===== config.mk =====
export PLATFORM = sky130hd
export DESIGN_NAME = mem_port_arbiter
export DESIGN_NICKNAME = d
export VERILOG_FILES = /design/src/rtl/mem_port_arbiter.sv
export SDC_FILE = /design/constraint.sdc
export NUM_CORES = 1
export LEC_CHECK = 0
export ABC_CLOCK_PERIOD_IN_PS = 3100
export CORE_MARGIN = 1
export CORE_UTILIZATION = 34
export CTS_CLUSTER_DIAMETER = 30
export DETAILED_ROUTE_END_ITERATION = 10
export GPL_ROUTABILITY_DRIVEN = 0
export PLACE_DENSITY = 0.76
export SLEW_MARGIN = 20
export SYNTH_ARGS = -nofsm -noshare
export SYNTH_HDL_FRONTEND = slang
export SYNTH_SLANG_ARGS = --single-unit
export TNS_END_PERCENT = 10

===== constraint.sdc =====
create_clock -name clk -period 3.1 [get_ports clk]
set_input_delay 0.62 -clock clk [delete_from_list [all_inputs] [get_ports clk]]
set_output_delay 0.62 -clock clk [all_outputs]
set_load 0.03 [all_outputs]

===== src/rtl/mem_port_arbiter.sv =====
// mem_port_arbiter: round-robin arbiter sharing one memory port, with read-return routing
// and a result-window tracker that raises done once every result address has been written.
module mem_port_arbiter #(
  parameter int NREQ = 4,
  parameter int WIDTH = 8,
  parameter int ADDR_W = 8,
  parameter int RD_LAT = 2,
  parameter int RES_BASE = 200,
  parameter int RES_CNT = 9,
  localparam int IDW = $clog2(NREQ),
  localparam int CW = $clog2(RES_CNT + 1)
) (
  input  logic                    clk,
  input  logic                    reset,
  input  logic [NREQ-1:0]         req_valid,
  input  logic [NREQ-1:0]         req_write,
  input  logic [NREQ*ADDR_W-1:0]  req_addr,
  input  logic [NREQ*WIDTH-1:0]   req_wdata,
  output logic [NREQ-1:0]         req_ready,
  output logic [NREQ-1:0]         rsp_valid,
  output logic [WIDTH-1:0]        rsp_data,
  output logic                    mem_en,
  output logic                    mem_we,
  output logic [ADDR_W-1:0]       mem_addr,
  output logic [WIDTH-1:0]        mem_wdata,
  input  logic [WIDTH-1:0]        mem_rdata,
  input  logic                    done_clr,
  output logic                    done,
  output logic [CW-1:0]           res_count
);
  logic [IDW-1:0] ptr, gid, idx;
  logic gnt, hit;
  logic [RD_LAT-1:0] pv;
  logic [IDW-1:0] pid [RD_LAT];
  logic [RES_CNT-1:0] bitmap, nxt_map;
  logic [ADDR_W-1:0] off;
  // Scan from the farthest offset down so the closest valid requester after ptr wins.
  always_comb begin
    gid = '0;
    idx = '0;
    for (int k = NREQ - 1; k >= 0; k--) begin
      idx = IDW'((int'(ptr) + k) % NREQ);
      if (req_valid[idx]) gid = idx;
    end
  end
  assign gnt = |req_valid && !reset;
  assign req_ready = gnt ? NREQ'(1) << gid : '0;
  assign mem_en = gnt;
  assign mem_we = gnt && req_write[gid];
  assign mem_addr = gnt ? req_addr[gid*ADDR_W +: ADDR_W] : '0;
  assign mem_wdata = gnt ? req_wdata[gid*WIDTH +: WIDTH] : '0;
  assign rsp_valid = pv[RD_LAT-1] ? NREQ'(1) << pid[RD_LAT-1] : '0;
  assign rsp_data = mem_rdata;
  assign hit = mem_we && int'(mem_addr) >= RES_BASE && int'(mem_addr) < RES_BASE + RES_CNT;
  assign off = mem_addr - ADDR_W'(RES_BASE);
  // Clear and a same-edge result write combine: the write's bit survives the clear.
  assign nxt_map = (done_clr ? '0 : bitmap) | (hit ? RES_CNT'(1) << off : '0);
  always_comb begin
    res_count = '0;
    for (int k = 0; k < RES_CNT; k++) res_count = res_count + CW'(bitmap[k]);
  end
  always_ff @(posedge clk or posedge reset) begin
    if (reset) begin
      ptr <= '0;
      pv <= '0;
      pid <= '{default: '0};
      bitmap <= '0;
      done <= 1'b0;
    end else begin
      ptr <= gnt ? (gid == IDW'(NREQ - 1) ? '0 : gid + 1'b1) : ptr;
      pv[0] <= gnt && !mem_we;
      pid[0] <= gid;
      for (int k = 1; k < RD_LAT; k++) begin
        pv[k] <= pv[k-1];
        pid[k] <= pid[k-1];
      end
      bitmap <= nxt_map;
      done <= &nxt_map;
    end
  end
endmodule


==> results.yml, run 1 <==
run_status:
  status: "finished with violations"
  violations: "setup timing"
final_layout:
  fillers: 467
  final_layout_size_suffix_gt1_share_pct: 29.4
  nets: 487
  syn2layout_area_growth_pct: 81.0
  antennaDiodeCount: 0
cts:
  cts_tree: "yes"
  cts_buffers: 3
  clk_pin_slew_worst_paths_ns: 0.07
  cts_num_sinks: 18
  cts_root_buffer: "clkbuf_8"
  htreeDepth: 1
  holdBufCountCts: 0
  clk_latency_ns: 0.26
  clk_path_buf_depth: 2
yosys:
  yosysWarnings: 0
  synthTopCellsByArea: "dfrtp_1, nand2_1, and3_1, fa_1, ha_1"
  synth_area_um2: 1950
  ys_async_sr_fraction_pct: 100
  yosysSeqAreaShare_pct: 23.0
  synth_cells: 253
  synth_top_area_cell: "dfrtp_1"
  synthXorXnorAreaFrac_pct: 0.896
  synth.top_cell.area_share_pct: 23.0
  ys_types: 54
  synth.area.mux_share_pct: 3.20
  syn_area_per_cell_um2: 7.72
  synth_compound_area_share_pct: 18.6
  syn-num-nets: 348
  synthAdderAreaFrac_pct: 9.60
  synth_top_family_by_area: "simple AND/OR/NAND/NOR gates"
  yosys.area_share.simple_pct: 34.4
  dominantRegCellSynth: "dfrtp_1"
  synth_seq_cells: 18
  synth_edf_count: 0
global_routing:
  grt_util_met2_pct: 43.5
  grt_max_degree: 25
  grt_use_met1_pct: 25.3
  antenna_found_initial: 0
  grt_pass1_vias: 2429
  grt_pass1_wl_mm: 10.9
  grt_overflow: 0
  grt_use_total_pct: 22.1
  grt_util_met3_pct: 2.00
  grt-busiest-layer: "met2"
setup_path:
  end_kind: "output pin"
  start_kind: "flop"
  worstPathMaxFanout: 2
  worstPathRequired_ns: 2.48
  critPathKind: "reg2out"
  critical_path_arrival_ns: 3.27
  path_common_cell: "fa_1"
  cp_cell_sequence: "fa_1, inv_1, fa_1, fa_1, inv_1, fa_2, inv_2, fa_2, inv_4, buf_12"
  slowest_stage: "fa_1"
  critPathMaxStageDelay_ns: 0.54
floorplanning:
  die_area_um2: 6060
  die_w_um: 77.8
  die_h_um: 77.8
  num_rows: 27
  core-area_um2: 5510
  ioPinCount: 122
  start_util_pct: 35.5
routing:
  detail-route-antenna-nets: 0
  viasPerCell: 5.15
  drc: 0
  finalWirelength_mm: 6.78
  routedWlPerCell_um: 14.7
  vias: 2385
  drtIter0Drc: 105
  firstDrtPassIters: 4
timing:
  fmax_ghz: 0.257
  rsz0062_at_grt: "true"
  hold_ws_ns: 0.351
  final-hold-violation-count: 0
  slew_headroom_pct: 56.1
  tightest_slew_ns: 0.658
  setup_ws_ns: -0.791
  min_period_ns: 3.89
  drv_slew: 0
  clock_skew_ns: 0.00401
  finalCritPeriodShare_pct: 126
  setup_violations: 9
placed_design:
  place.port_buffers: 105
  pre_cts_ws_ns: -0.913
  place_hpwl_mm: 5.17
pwr:
  power_density_nw_per_um2: 542
  p_sw_mw: 0.863
  switching_share_pct: 45.0
  p_clk_share_pct: 10.1
  internal_power_mw: 1.05
  p_seq_share_pct: 15.6
  power_leakage_nw: 1.66
  p_comb_share_pct: 74.3
  irDropWorstVdd_v: 0.000244
min_path:
  min_path_type: "reg2reg"
run:
  drv_cap: 0
## final cells by class
cell class / count / area, um^2 / share of cell area [%]
flip-flops and latches: 18 / 450 / 12.7
multi-input cells: 194 / 1410 / 39.9
well taps: 72 / 90.1 / 2.55
clock buffers: 4 / 55.1 / 1.56
inverters: 22 / 90.1 / 2.55
repair buffers: 153 / 1440 / 40.7
## state kept, by name, summed over array words and instances (netlist names)
signal and flops:
bitmap 9, pid 4, ptr 2, pv 2, done 1
## power by group through the flow
stage          Combinational [mW]  Clock (mW)  Sequential, mW
3_3_place_gp                 1.26           0           0.300
2_1_floorplan               0.759           0           0.294
4_1_cts                      1.40       0.195           0.299
5_1_grt                      1.52       0.202           0.304
3_5_place_dp                 1.28           0           0.304
6_report                     1.42       0.195           0.299
## critical path: cells and delay by family (launching register included)
kind,cells,cell delay (ns)
DFF,1,0.41
buffers and inverters,5,0.35
adders and majority gates,5,2.27
## through the flow
stage	instance area, um^2	std cells	util (%)	total power, mW	TNS, ns
6_report	3540	463	64.2	1.92	-2.98
3_5_place_dp	3330	454	60.5	1.59	-12.57
2_1_floorplan	2000	253	-	1.05	-3.95
4_1_cts	3500	462	63.6	1.89	-3.47
5_1_grt	3540	463	64.2	2.03	-4.19
3_3_place_gp	3330	454	60.5	1.56	-10.76
## layer usage
layer	part of all wire [%]	up-vias
li1	-	1151
met1	40	1114
met2	52	110
met3	6.2	10
met4	1.5	0
met5	0	-
## cell usage in the layout (no fill, tap or decap), types with 2 or more instances in the layout
cell type and instances:
ha_1 6, nor2b_1 2, and4b_1 2, and2_1 7, mux2i_1 4, buf_6 3, nor3_1 2, fa_2 2
dfrtp_1 18, clkbuf_8 4, a21oi_1 6, nor2_1 12, a32o_1 3, clkdlybuf4s50_1 75, nand2_1 54, and3_1 16
buf_4 62, a311oi_1 5, clkbuf_2 2, o21ai_0 8, nand3_2 3, nand3_1 14, inv_2 3, fa_1 3
inv_1 17, a31o_2 2, a211oi_2 2, buf_12 5, nor2_4 2, dlygate4sd2_1 2, a211oi_1 2, a311oi_2 3
## logic make-up (layout without fill, tap and decap cells)
| family | after synthesis | after routing |
|---|---|---|
| AO/OA/AOI/OAI | 46 | 46 |
| XOR/XNOR | 2 | 2 |
| adder cells (fa/ha/maj) | 12 | 12 |
| buffers and inverters | 41 | 179 |
| flip-flops | 18 | 18 |
| multiplexers | 6 | 6 |
| AND/OR/NAND/NOR | 128 | 128 |
## path summary, 6_finish.rpt
check                                    start                   to  slack (ns)  depth (start not counted)
max in group asynchronous                reset  bitmap[0]$_DFF_PP0_        1.76                          3
max                        bitmap[0]$_DFF_PP0_         res_count[1]       -0.79                         10
min reg2reg                   pid[2]$_DFF_PP0_     pid[0]$_DFF_PP0_        0.35                          0
min                           pid[2]$_DFF_PP0_     pid[0]$_DFF_PP0_        0.35                          0
max reg2reg                 ptr[1]$_DFFE_PP0P_       done$_DFF_PP0_       -0.26                         15
min in group asynchronous                reset     pid[0]$_DFF_PP0_        0.92                          3
## repair_timing
action / 4_1_cts / 5_1_grt
buffers inserted: 3 / 1
setup endpoints to repair: 34 / 28
gates resized for setup: 33 / 12
cloned: 1 / 0
pin swaps: 6 / 8
## synth_stat cells (2+ instances only)
master    instances
a311oi_1          8
buf_4             9
xnor2_1           2
nand3_1          16
mux2i_1           4
and3_1           16
o21ai_0           8
nor2_1           14
dfrtp_1          18
fa_1              5
nor2b_1           2
nand2_1          54
and2_1            8
a32o_1            4
a31oi_1           2
ha_1              7
inv_1            20
clkbuf_1          9
a31o_2            2
nor3_1            2
and4b_1           2
a211oi_1          4
a21oi_1           6
(Power assumes the default switching activity.)
==> run 2: changes to the inputs <==
Settings changed: PLACE_DENSITY 0.76 to 0.78, SKIP_CTS_REPAIR_TIMING set to 1.
==> results.yml, run 2 (synthesis results as in run 1) <==
run_status:
  status: "finished with violations"
  violations: "setup timing"
setup_path:
  r2r_end: "done$_DFF_PP0_"
  start_kind: "flop"
  worstPathMaxFanout: 2
  crit_path_start: "bitmap[0]$_DFF_PP0_"
  regToRegSetupSlack_ns: -0.25
  critPathKind: "reg2out"
  ff2ff_path_depth: 13
  end_kind: "output pin"
  r2r_start: "ptr[1]$_DFFE_PP0P_"
  worstPathRequired_ns: 2.48
  cp-endpoint: "res_count[1]"
  critical_path_arrival_ns: 3.34
final_layout:
  layout_commonest_cell: "clkdlybuf4s50_1"
  fin_area_um2: 3490
  final_layout_size_suffix_gt1_share_pct: 30.3
  largest_reg_flops: 9
  regMostFlops: "bitmap"
  syn2layout_area_growth_pct: 78.8
  fillers: 464
  nets: 486
  layout_common_cells: "clkdlybuf4s50_1, buf_4, nand2_1"
  antennaDiodeCount: 0
  reg_top3: "bitmap: 9 flops, pid: 4 flops"
routing:
  drc: 0
  vias: 2388
  viasPerCell: 5.17
  finalWirelength_mm: 6.63
  routedWlPerCell_um: 14.3
  drtIter0Drc: 143
  firstDrtPassIters: 4
  detail-route-antenna-nets: 0
global_routing:
  grt_max_degree: 22
  grt_pass1_wl_mm: 10.8
  grt_overflow: 0
  grt_pass1_vias: 2405
  grt_use_total_pct: 22.1
  antenna_found_initial: 0
cts:
  cts_num_sinks: 18
  cts_tree: "yes"
  htreeDepth: 1
  cts_buffers: 3
  cts_root_buffer: "clkbuf_8"
  clk_path_buf_depth: 2
  clk_latency_ns: 0.26
  clk_pin_slew_worst_paths_ns: 0.07
placed_design:
  place.port_buffers: 105
  pre_cts_ws_ns: -0.902
  place_hpwl_mm: 5.24
  placed_area_um2: 3330
timing:
  fmax_ghz: 0.253
  drv_slew: 0
  slew_headroom_pct: 55.2
  tightest_slew_ns: 0.671
  min_period_ns: 3.96
  setup_violations: 7
  rsz0062_at_grt: "true"
  final-hold-violation-count: 0
  setup_ws_ns: -0.860
  clock_skew_ns: 0.00293
  finalCritPeriodShare_pct: 128
floorplanning:
  start_util_pct: 35.5
  core-area_um2: 5510
  ioPinCount: 122
  die_area_um2: 6060
  num_rows: 27
  die_w_um: 77.8
  die_h_um: 77.8
pwr:
  power_leakage_nw: 1.67
  irDropWorstVdd_v: 0.000256
  power_density_nw_per_um2: 536
run:
  drv_cap: 0
min_path:
  min_path_type: "reg2reg"
## run 2: cell types whose count changed in the layout (fill, tap and decap cells not counted), moves of 2 or more
cell / change
a211oi_1: -2
dfrtp_1: -2
buf_4: +3
buf_12: -2
a211oi_2: +2
dlymetal6s2s_1: +3
dlygate4sd2_1: -2
dfrtp_2: +2
## run 2: metrics by stage
stage | util (%) | total power, mW | TNS [ns] | cells | hold WS [ns]
after CTS | 61.4 | 1.79 | -10.54 | 458 | 0.352
after detailed placement | 60.4 | 1.59 | -11.67 | 454 | 0.336
after floorplan | - | 1.05 | -3.95 | 253 | 0.331
after global routing | 63.5 | 2.01 | -4.88 | 462 | 0.365
after global placement | 60.4 | 1.57 | -9.44 | 454 | 0.333
final | 63.5 | 1.87 | -3.05 | 462 | 0.349
## run 2: area by class of cell
type	count	area [um^2]	share of cell area [%]
clock buffer	4	55.1	1.58
inverter	22	90.1	2.58
multi-input combinational	194	1420	40.5
sequential	18	453	13.0
tap	72	90.1	2.58
timing repair buffer	152	1390	39.8
## run 2: worst max-delay path, cell delays in order (launching register included)
cell and delay (ns):
dfrtp_1 0.41, fa_1 0.55, inv_1 0.06, fa_1 0.46, fa_1 0.52, inv_2 0.04
fa_2 0.35, inv_2 0.07, fa_2 0.44, inv_4 0.07, buf_12 0.11
## run 2: report_power, final
group | switching [mW] | internal, mW | leakage, nW
combinational | 0.728 | 0.646 | 1.41
sequential | 0.0301 | 0.271 | 0.236
clock | 0.0840 | 0.113 | 0.0288
total | 0.842 | 1.03 | 1.67
## run 2: layer usage
metal | GRT usage [%] | part of all wire [%]
met1 | 26.0 | 41
met2 | 40.0 | 51
met3 | 3.76 | 6.1
met4 | 8.11 | 1.9
met5 | 0 | 0
## run 2: worst min-delay path by stage
stage,startpoint,end,slack (ns),cells after the start
floorplan,pid[2]$_DFF_PP0_,pid[0]$_DFF_PP0_,0.33,0
global placement,pid[2]$_DFF_PP0_,pid[0]$_DFF_PP0_,0.33,0
detailed placement,pid[3]$_DFF_PP0_,pid[1]$_DFF_PP0_,0.34,0
CTS,pid[3]$_DFF_PP0_,pid[1]$_DFF_PP0_,0.35,0
global route,pv[0]$_DFF_PP0_,pv[1]$_DFF_PP0_,0.36,0
finish,pid[3]$_DFF_PP0_,pid[1]$_DFF_PP0_,0.35,0
